**src/rtl/seven_segment_mux.sv**
```systemverilog
// seven_segment_mux
//   Time-multiplexed BCD driver for a multi-digit seven-segment display.
//   It captures a packed BCD value into a shadow register on load. A refresh
//   prescaler steps a digit index through 0..DIGITS-1. Each step presents one
//   decoded digit on the pads, with optional leading-zero blanking and
//   optional active-low output polarity.
//
// Ports
//   clk        in   rising-edge clock
//   reset      in   synchronous, active-high reset
//   load       in   capture bcd into the shadow register on this edge
//   bcd        in   [4*DIGITS-1:0] packed BCD; nibble i drives digit i
//   segments   out  [6:0] segment drive, bit0=a .. bit6=g, registered
//   digit_sel  out  [DIGITS-1:0] one-hot digit enable, registered
//   frame      out  one-cycle pulse after the digit index wraps to 0
module seven_segment_mux #(
  parameter int unsigned DIGITS        = 4,
  parameter int unsigned REFRESH_DIV   = 1000,
  parameter int unsigned ACTIVE_LOW    = 0,
  parameter int unsigned BLANK_LEADING = 1
) (
  input  logic                  clk,
  input  logic                  reset,
  input  logic                  load,
  input  logic [4*DIGITS-1:0]   bcd,
  output logic [6:0]            segments,
  output logic [DIGITS-1:0]     digit_sel,
  output logic                  frame
);

  localparam int unsigned PW = (REFRESH_DIV > 1) ? $clog2(REFRESH_DIV) : 1;
  localparam int unsigned IW = (DIGITS > 1) ? $clog2(DIGITS) : 1;

  localparam logic [PW-1:0]     PRE_TC   = PW'(REFRESH_DIV - 1);
  localparam logic [IW-1:0]     IDX_LAST = IW'(DIGITS - 1);
  // The inactive pad level doubles as the polarity mask.
  localparam logic [6:0]        SEG_OFF  = (ACTIVE_LOW != 0) ? 7'h7F : 7'h00;
  localparam logic [DIGITS-1:0] SEL_OFF  = (ACTIVE_LOW != 0) ? {DIGITS{1'b1}} : {DIGITS{1'b0}};

  logic [4*DIGITS-1:0] shadow_q, shadow_d;
  logic [PW-1:0]       pres_q, pres_d;
  logic [IW-1:0]       idx_q, idx_d;
  logic                frame_q, frame_d;
  logic [6:0]          seg_q, seg_d;
  logic [DIGITS-1:0]   sel_q, sel_d;

  logic                tc;
  logic [3:0]          nib;
  logic                nz_above;
  logic                nz_at;
  logic                blank;
  logic [6:0]          seg_logic;
  logic [DIGITS-1:0]   sel_logic;

  function automatic logic [6:0] decode(input logic [3:0] d);
    logic [6:0] s;
    case (d)
      4'd0:    s = 7'b0111111;
      4'd1:    s = 7'b0000110;
      4'd2:    s = 7'b1011011;
      4'd3:    s = 7'b1001111;
      4'd4:    s = 7'b1100110;
      4'd5:    s = 7'b1101101;
      4'd6:    s = 7'b1111100;
      4'd7:    s = 7'b0000111;
      4'd8:    s = 7'b1111111;
      4'd9:    s = 7'b1100111;
      default: s = 7'b0000000;
    endcase
    return s;
  endfunction

  always_comb begin
    shadow_d = load ? bcd : shadow_q;

    tc     = (pres_q == PRE_TC);
    pres_d = tc ? '0 : pres_q + 1'b1;

    idx_d   = idx_q;
    frame_d = 1'b0;
    if (tc) begin
      if (idx_q == IDX_LAST) begin
        idx_d   = '0;
        frame_d = 1'b1;
      end else begin
        idx_d = idx_q + 1'b1;
      end
    end

    // Walk from the most significant nibble down. nz_above then records
    // whether any nibble at or above the selected digit is non-zero.
    // Invalid codes count as non-zero, so they never trigger blanking.
    nib      = 4'd0;
    nz_above = 1'b0;
    nz_at    = 1'b0;
    for (int j = DIGITS - 1; j >= 0; j--) begin
      nz_above = nz_above | (shadow_q[4*j +: 4] != 4'd0);
      if (idx_q == IW'(j)) begin
        nib   = shadow_q[4*j +: 4];
        nz_at = nz_above;
      end
    end

    blank     = (BLANK_LEADING != 0) && (idx_q != '0) && !nz_at;
    seg_logic = blank ? 7'b0000000 : decode(nib);
    sel_logic = DIGITS'(1) << idx_q;

    seg_d = seg_logic ^ SEG_OFF;
    sel_d = sel_logic ^ SEL_OFF;
  end

  always_ff @(posedge clk) begin
    if (reset) begin
      shadow_q <= '0;
      pres_q   <= '0;
      idx_q    <= '0;
      frame_q  <= 1'b0;
      seg_q    <= SEG_OFF;
      sel_q    <= SEL_OFF;
    end else begin
      shadow_q <= shadow_d;
      pres_q   <= pres_d;
      idx_q    <= idx_d;
      frame_q  <= frame_d;
      seg_q    <= seg_d;
      sel_q    <= sel_d;
    end
  end

  assign segments  = seg_q;
  assign digit_sel = sel_q;
  assign frame     = frame_q;

endmodule

```
**config.mk**
```make
export PLATFORM = sky130hd
export DESIGN_NAME = seven_segment_mux
export DESIGN_NICKNAME = d
export VERILOG_FILES = /design/src/rtl/seven_segment_mux.sv
export SDC_FILE = /design/constraint.sdc
export NUM_CORES = 1
export LEC_CHECK = 0
export BUFFER_PORTS_ARGS = -buffer_cell sky130_fd_sc_hd__buf_2
export CAP_MARGIN = 20
export CORE_MARGIN = 2
export CORE_UTILIZATION = 40
export DETAILED_ROUTE_END_ITERATION = 8
export PLACE_DENSITY_LB_ADDON = 0.08
export SETUP_SLACK_MARGIN = 0.2
export SYNTH_ARGS = -nofsm -noshare
export SYNTH_HDL_FRONTEND = slang
export SYNTH_SLANG_ARGS = --single-unit
```
**constraint.sdc**
```tcl
create_clock -name clk -period 2.2 [get_ports clk]
set_input_delay 0.66 -clock clk [delete_from_list [all_inputs] [get_ports clk]]
set_output_delay 0.66 -clock clk [all_outputs]
set_load 0.005 [all_outputs]
```
After elaboration in Yosys (flattened, before gate mapping)
Memory sizes are Yosys's and may differ from the RTL's. A register that Yosys moved wholly into a read port is not among the register bits.
Cells that the tools add are included.
Cells by class
  shift-type cells: 1
  add/sub/neg operators: 2
  bitwise operators: 4
  mux-type cells: 10
  reduce and logical (&&, ||, !) cells: 11
  equal/unequal tests: 4
Operator list (count)
  2-to-1 mux 4 bit: 4
  nonzero test 4 bit: 4
  adder 10 x 1 -> 10 bit (second input constant): 1
  equality test 10 bit (second input constant): 1
  OR reduction 2 bit: 3
  2-to-1 mux 1 bit: 5
  equality test 2 bit (second input constant): 2
  left shift 1 x 2 -> 4 bit (first input constant): 1
  bitwise OR 1 bit: 3
  adder 2 x 1 -> 2 bit (second input constant): 1
  equality test 2 x 1 -> 1 bit (second input constant): 1
  zero test 2 bit: 1
  2-to-1 mux 2 bit: 1
  nonzero test 2 bit: 1
  logical AND 1 bit: 1
  zero test 1 bit: 1
  NOT 1 bit: 1
Word-level totals
  bits in registers: 33
  memories: 1
  logic and storage cells: 38
  memory bits (read-only): 112
  output and inout port bits: 12
Memories
  (no name shown): depth 16, bits a word 7, rd ports 1, clocked after Yosys merged registers in 1, wr ports 0, RTL line 57  | case (d)

Depth between registers and ports, before layout
Gate-level depths: netlist (run 1).
  word-level depth: 8
  depth in mapped cells: 11
  mapped depth without buffers: 10

Worst setup path before layout (run 1)
OpenSTA, ideal clock, no wires.
  path kind: reg-to-reg
  start: register idx_q[0]
  end: register seg_q[3] (netlist: segments[3])
  cell stages (with the launch flop): 11
  clock period less this slack: 2.109 ns
  setup slack: 0.091 ns
  setup time: 0.129 ns
  data arrival time: 1.980 ns
  data required time: 2.071 ns
  cell sequence: dfxtp_1 -> inv_1 -> ha_1 -> buf_6 -> inv_1 -> a31oi_1 -> o31ai_1 -> ha_1 -> and3_2 -> o21ai_0 -> a21oi_1
Between the ends
  cells in the longest elaborated chain, start to end: 8
  elaborated cells on any way between the ends: 16
  those cells by class: 3 x eq/ne; 8 x mux; 5 x reduce/logical
RTL lines
  start: declaration: RTL line 42  | logic [IW-1:0] idx_q, idx_d;
  start signal: assignment: RTL line 123  | idx_q <= idx_d;
  equality test 2 bit: RTL line 98  | if (idx_q == IW'(j)) begin
  2-to-1 mux 1 bit (4 in series): RTL line 98
  zero test 1 bit: RTL line 104  | blank = (BLANK_LEADING != 0) && (idx_q != '0) && !nz_at;
  logical AND 1 bit: RTL line 104
  OR reduction 2 bit (no line)
  end: declaration: RTL line 44  | logic [6:0] seg_q, seg_d;
Several ways; a longest one is shown, not always the timed one.
A chain may end at the register's enable or synchronous reset.

Worst setup path in the final report (run 1)
Ends and elaborated chain as after synthesis.

==> results of run 1 <==
## power groups by stage
stage	Combinational, mW	Clock [mW]	Sequential (mW)
2_1_floorplan	0.0835	0	0.795
3_3_place_gp	0.125	0	0.800
3_5_place_dp	0.130	0	0.800
4_1_cts	0.131	0.603	0.783
5_1_grt	0.146	0.643	0.786
6_report	0.130	0.585	0.781
## metal layers
layer  track usage (%)  routed length (µm)
met1              19.7                1720
met2              29.8                2050
met3              4.58                 143
met4              8.18                  90
met5                 0                   0
## registers in the layout, indices dropped and copies added, names as in the netlist
signal     flops
shadow_q      16
segments       7
frame          1
digit_sel      4
pres_q        10
idx_q          2
## per-stage QoR
stage,utilization [%],instance area [µm²],hold slack (ps)
after global placement,46.6,2060,430
final,51.0,2250,459
after CTS,50.7,2240,468
after floorplan,-,1880,413
after detailed placement,46.6,2060,458
after global routing,51.0,2250,489
## kinds of logic (layout without fill, tap and decap cells)
family,after synthesis,in the layout
AND/OR/NAND/NOR,71,71
buffers and inverters,16,50
multiplexers,16,16
AO/OA/AOI/OAI,40,40
XOR/XNOR,6,6
flip-flops,40,40
adder cells (fa/ha/maj),9,9
## cell usage after synthesis, types with 2 or more instances
library cell,count
dfxtp_1,40
nor2_1,34
mux2i_1,16
a21oi_1,9
ha_1,9
inv_1,8
o21ai_0,7
nand2_1,6
xnor2_1,5
nand3_1,4
nor3_1,4
a31oi_1,3
buf_6,3
clkbuf_1,3
nand3b_1,3
nor4_1,3
a21o_2,2
and3_1,2
and3_2,2
buf_2,2
nand4_1,2
nor2b_1,2
nor3b_1,2
o21bai_1,2
o31ai_2,2
or3_1,2
## worst reg2reg max path, stage by stage (launching register included)
cell and delay (ps):
dfxtp_4 380, inv_2 70, ha_2 220, a21o_2 240, a31oi_4 180, o31ai_4 90
ha_1 280, and3_2 170, o21ai_1 120, a21oi_1 80
## path summary, 6_finish.rpt
check        slack, ps           to       from
min reg2reg        460    pres_q[0]  pres_q[0]
min                460    pres_q[0]  pres_q[0]
max reg2reg        250  segments[3]   idx_q[0]
max                250  segments[3]   idx_q[0]
## layout make-up
cell class                      instances  area [µm²]
Timing Repair Buffer                   34         193
Inverter                                8        30.0
Sequential cell                        40         808
Tap cell                               52        65.1
Multi-Input combinational cell        142        1050
Clock buffer                            6        72.6
Clock inverter                          2        35.0
Fill cell                             428        2160
## layout by cell type, fill, tap and decap left out, types with 2 or more instances in the layout
master,Yosys,layout
nor3b_1,2,2
clkbuf_8,0,5
nor2_1,34,33
nand2_1,6,6
nor3_1,4,4
a31oi_1,3,2
o21bai_1,2,2
and3_2,2,2
dfxtp_1,40,38
nand3_1,4,4
a21oi_1,9,8
ha_4,0,2
o21ai_1,0,2
buf_4,0,3
nor4_1,3,3
nand3b_1,3,3
nand4_1,2,2
dfxtp_4,0,2
a21o_2,2,2
o31ai_2,2,2
or3_1,2,2
buf_2,2,30
and3_1,2,2
ha_1,9,6
xnor2_1,5,5
inv_2,0,2
inv_1,8,6
mux2i_1,16,16
o21ai_0,7,5
## timing repair
item | in CTS | in global routing
setup endpoints to repair | 7 | 5
hold endpoints to repair | 0 | 0
gates resized for setup | 11 | 5
buffers inserted | 1 | 0
==> impl_metrics.csv, run 1 <==
group,metric,value,unit
status,status,"finished, final reports clean",
timing,tns,0,ps
setup_path,critPathSlowestCell,"dfxtp_4",
setup_path,crit_fanout,5,
power_and_ir_drop,swShare,22.7,%
synthesis,yosysWarnings,0,
timing,skew,3.24,ps
clock_network,cts_root_buf,"clkbuf_8",
setup_path,start_kind,"register",
setup_path,cp-end-kind,"register",
routing,drc_errors,0,
power_and_ir_drop,p_seq_share,52.2,%
synthesis,synth.top_cells.by_area,"dfxtp_1 (43%), mux2i_1 (8.6%), nor2_1 (6.9%)",
die,start_util,42.2,%
clock_network,tritoncts,"built",
synthesis,postSynthAreaPerCell,9.40,µm²
timing,setup_slack,250,ps
routing,detail-route-antenna-nets,0,
setup_path,path_delay_family,"compound AO/OA/AOI/OAI gates",
hold_path,hold_depth,1,
cells_and_area,final_nets,259,
clock_network,clk_pin_slew,80,ps
clock_network,hold_buffers,0,
routing,vias,1518,
routing,wl_per_cell,14.1,µm
power_and_ir_drop,finalPower,1.50,mW
power_and_ir_drop,clockPowerShare,39.1,%
die,die_h,72.2,µm
die,pin_count,31,
synthesis,synth_top_area_cell,"dfxtp_1",
synthesis,syn_nets,226,
job,maxCapViolations,0,
synthesis,ys_seq_area_share,43.0,%
setup_path,critPathKind,"reg2reg",
timing,post-route-period-util,88.6,%
synthesis,synth-simple-area-share,19.0,%
routing,wl,4000,µm
synthesis,synth_edf_count,0,
cells_and_area,antenna_cells,0,
synthesis,synth_fa_ha_area_share,6.05,%
timing,max_freq,513,MHz
grt,antenna_found_initial,0,
setup_path,max_stage_delay,380,ps
grt,grt_max_degree,25,
cells_and_area,drive_gt1_share,28.4,%
grt,grt_pass1_vias,1567,
routing,drt_pass1_iterations,4,
grt,track_usage,17.2,%
timing,worst_pin_slew,733,ps
power_and_ir_drop,ir_drop,316,µV
synthesis,ys_types,47,
synthesis,synth_top_family_by_area,"simple AND/OR/NAND/NOR gates",
hold_path,hold_path.class,"reg2reg",
routing,via_per_inst,5.35,
synthesis,syn_inst,198,
clock_network,clkSinkCount,40,
setup_path,cp_num_buf_inv,1,
timing,setup_violations,0,
setup_path,crit_required,2370,ps
setup_path,critPathArrivalTime,2120,ps
die,row_count,24,
grt,overflow,0,
routing,first_iter_violations,68,
synthesis,synthArstFlopShare,0,%
power_and_ir_drop,p_per_area,665,nW/µm²
power_and_ir_drop,p_int,1.16,mW
timing,min_period,1950,ps
clock_network,clk_latency,290,ps
timing,max_slew_margin,50.9,%
setup_path,crit_chain,"inv_2 -> ha_2 -> a21o_2 -> a31oi_4 -> o31ai_4 -> ha_1 -> and3_2 -> o21ai_1 -> a21oi_1",
die,core,4410,µm²
clock_network,htreeDepth,2,
setup_path,reg2reg_depth,9,
synthesis,ys.flop_type,"dfxtp_1",
timing,grt_setup_unrepaired,"true",
setup_path,cp.depth,9,
place,place_ws,98.6,ps
cells_and_area,syn_to_final_growth,21.0,%
synthesis,muxShareOfSynthArea,8.60,%
place,io_buffer_count,30,
timing,maxSlewViolCount,0,
synthesis,synth-compound-area-share,16.0,%
power_and_ir_drop,p_sw,340,µW
synthesis,ys_ff_latch,40,
clock_network,cts_buffers,5,
power_and_ir_drop,leakagePower,0.947,nW
die,die-area,5220,µm²
place,gp_congestion,0.860,
place,dpl.hpwl,2980,µm
timing,hold_viol_final,0,
power_and_ir_drop,p_comb_share,8.7,%
synthesis,synth_top_area_share,43.0,%
place,dp.cells,275,
cells_and_area,fin_cells,284,
clock_network,clock_path_buffers,2,
synthesis,syn_area,1860,µm²
die,die_x,72.2,µm
synthesis,synth-xor-area-share,2.82,%
grt,grt_pass1_wl,6940,µm
Power figures use the tool's default switching activity.
==> run 2, diff against run 1 <==
Settings changed: CORE_UTILIZATION 40 to 37, PLACE_DENSITY_LB_ADDON 0.08 to unset.
==> run 2 against run 1 <==
Effect of this change:
- power increased by 1.2%
- combinational power grew 4%
- register-to-register slack improved by 20 ps
==> impl_metrics.csv, run 2 (synthesis results as in run 1) <==
group,metric,value,unit
cells_and_area,layout_common_cells,"dfxtp_1 (38), nor2_1 (34), buf_2 (30)",
power_and_ir_drop,ir_drop,408,µV
die,die-area,5620,µm²
die,die_x,74.9,µm
timing,grt_setup_unrepaired,"false",
timing,post-route-period-util,87.7,%
setup_path,cp-end-kind,"register",
job,maxCapViolations,0,
hold_path,hold_depth,1,
clock_network,clk_latency,300,ps
routing,vias,1522,
hold_path,min_from,"pres_q[0]",
power_and_ir_drop,finalPower,1.51,mW
place,dpl_cell_area,2080,µm²
setup_path,reg2reg_depth,10,
routing,via_per_inst,5.02,
grt,overflow,0,
cells_and_area,antenna_cells,0,
setup_path,max_stage_delay,410,ps
clock_network,cts_root_buf,"clkbuf_8",
status,status,"finished, final reports clean",
grt,grt_max_degree,25,
routing,drc_errors,0,
cells_and_area,final_area,2310,µm²
timing,min_period,1930,ps
die,core,4790,µm²
timing,max_slew_margin,54.9,%
cells_and_area,largest_reg_flops,16,
timing,max_freq,518,MHz
cells_and_area,largest_register,"shadow_q",
setup_path,start_kind,"register",
setup_path,critPathKind,"reg2reg",
timing,skew,5.34,ps
setup_path,r2r_end,"segments[4]",
setup_path,r2r_slack,270,ps
timing,hold_viol_final,0,
clock_network,clkSinkCount,40,
setup_path,crit_chain,"inv_4 -> ha_4 -> a21o_4 -> a31oi_4 -> o31ai_4 -> buf_4 -> ha_1 -> and3_2 -> o21ai_1 -> a21oi_1",
timing,tns,0,ps
clock_network,htreeDepth,2,
routing,first_iter_violations,63,
cells_and_area,syn_to_final_growth,24.3,%
die,start_util,38.9,%
timing,worst_pin_slew,673,ps
cells_and_area,final_common_cell,"dfxtp_1",
die,row_count,25,
routing,drt_pass1_iterations,4,
grt,track_usage,14.8,%
hold_path,hold_path.class,"reg2reg",
setup_path,path_delay_family,"compound AO/OA/AOI/OAI gates",
setup_path,cp_num_buf_inv,2,
setup_path,crit_required,2370,ps
grt,antenna_found_initial,0,
power_and_ir_drop,leakagePower,0.962,nW
place,gp_congestion,0.914,
timing,holdWs,442,ps
grt,grt_pass1_wl,6180,µm
clock_network,cts_buffers,5,
timing,maxSlewViolCount,0,
timing,setup_violations,0,
power_and_ir_drop,p_per_area,654,nW/µm²
routing,wl_per_cell,13.2,µm
setup_path,crit_fanout,6,
clock_network,clk_pin_slew,80,ps
clock_network,tritoncts,"built",
cells_and_area,drive_gt1_share,30.5,%
setup_path,critPathArrivalTime,2100,ps
die,die_h,74.9,µm
setup_path,critPathSlowestCell,"dfxtp_4",
setup_path,reg2reg_from,"idx_q[0]",
place,dpl.hpwl,2740,µm
cells_and_area,fillers,473,
die,pin_count,31,
cells_and_area,final_nets,263,
routing,wl,4010,µm
place,io_buffer_count,30,
grt,grt_pass1_vias,1366,
hold_path,min_to,"pres_q[0]",
clock_network,clock_path_buffers,2,
routing,detail-route-antenna-nets,0,
## run 2: layout make-up
class	count	area, µm²	share of cell area (%)
clock buffers	5	68.8	2.97
flip-flops and latches	40	808	34.9
multi-input cells	142	1070	46.1
clock inverters	3	42.5	1.84
well taps	67	83.8	3.62
repair buffers	38	210	9.08
inverters	8	35.0	1.51
## run 2: what timing repair did
item / in CTS / in global routing
hold buffers: 0 / 0
hold endpoints to repair: 0 / 0
gates resized for setup: 5 / 16
setup endpoints to repair: 2 / 7
pin swaps: 0 / 5
setup buffers: 0 / 4
## run 2: where the power goes
| part | internal, mW | total, mW | switching, mW |
|---|---|---|---|
| registers | 0.756 | 0.781 | 0.0250 |
| clock network | 0.336 | 0.599 | 0.263 |
| logic | 0.0669 | 0.135 | 0.0679 |
## run 2: worst max-delay path by stage
stage / end / cells past startpoint / slack [ps] / from
finish: segments[4] / 10 / 270 / idx_q[0]
global route: segments[4] / 10 / 210 / idx_q[0]
CTS: segments[3] / 9 / 180 / idx_q[1]
detailed placement: segments[3] / 8 / 160 / idx_q[1]
global placement: segments[4] / 8 / 180 / idx_q[1]
floorplan: segments[3] / 9 / 210 / idx_q[1]
## run 2: layer usage
metal,share of wire [%],vias up,global-route usage [%]
met5,0,-,0
met4,2.1,0,7.14
met3,3.6,8,4.95
met2,52,21,24.8
met1,43,716,17.1
li1,-,777,-
## run 2: stage by stage
stage               instances  util (%)  setup WS (ps)
finish                    303      48.4            270
detailed placement        291      43.6            161
global placement          291      43.6            180
CTS                       299      46.4            179
global route              303      48.4            206
floorplan                 198         -            212
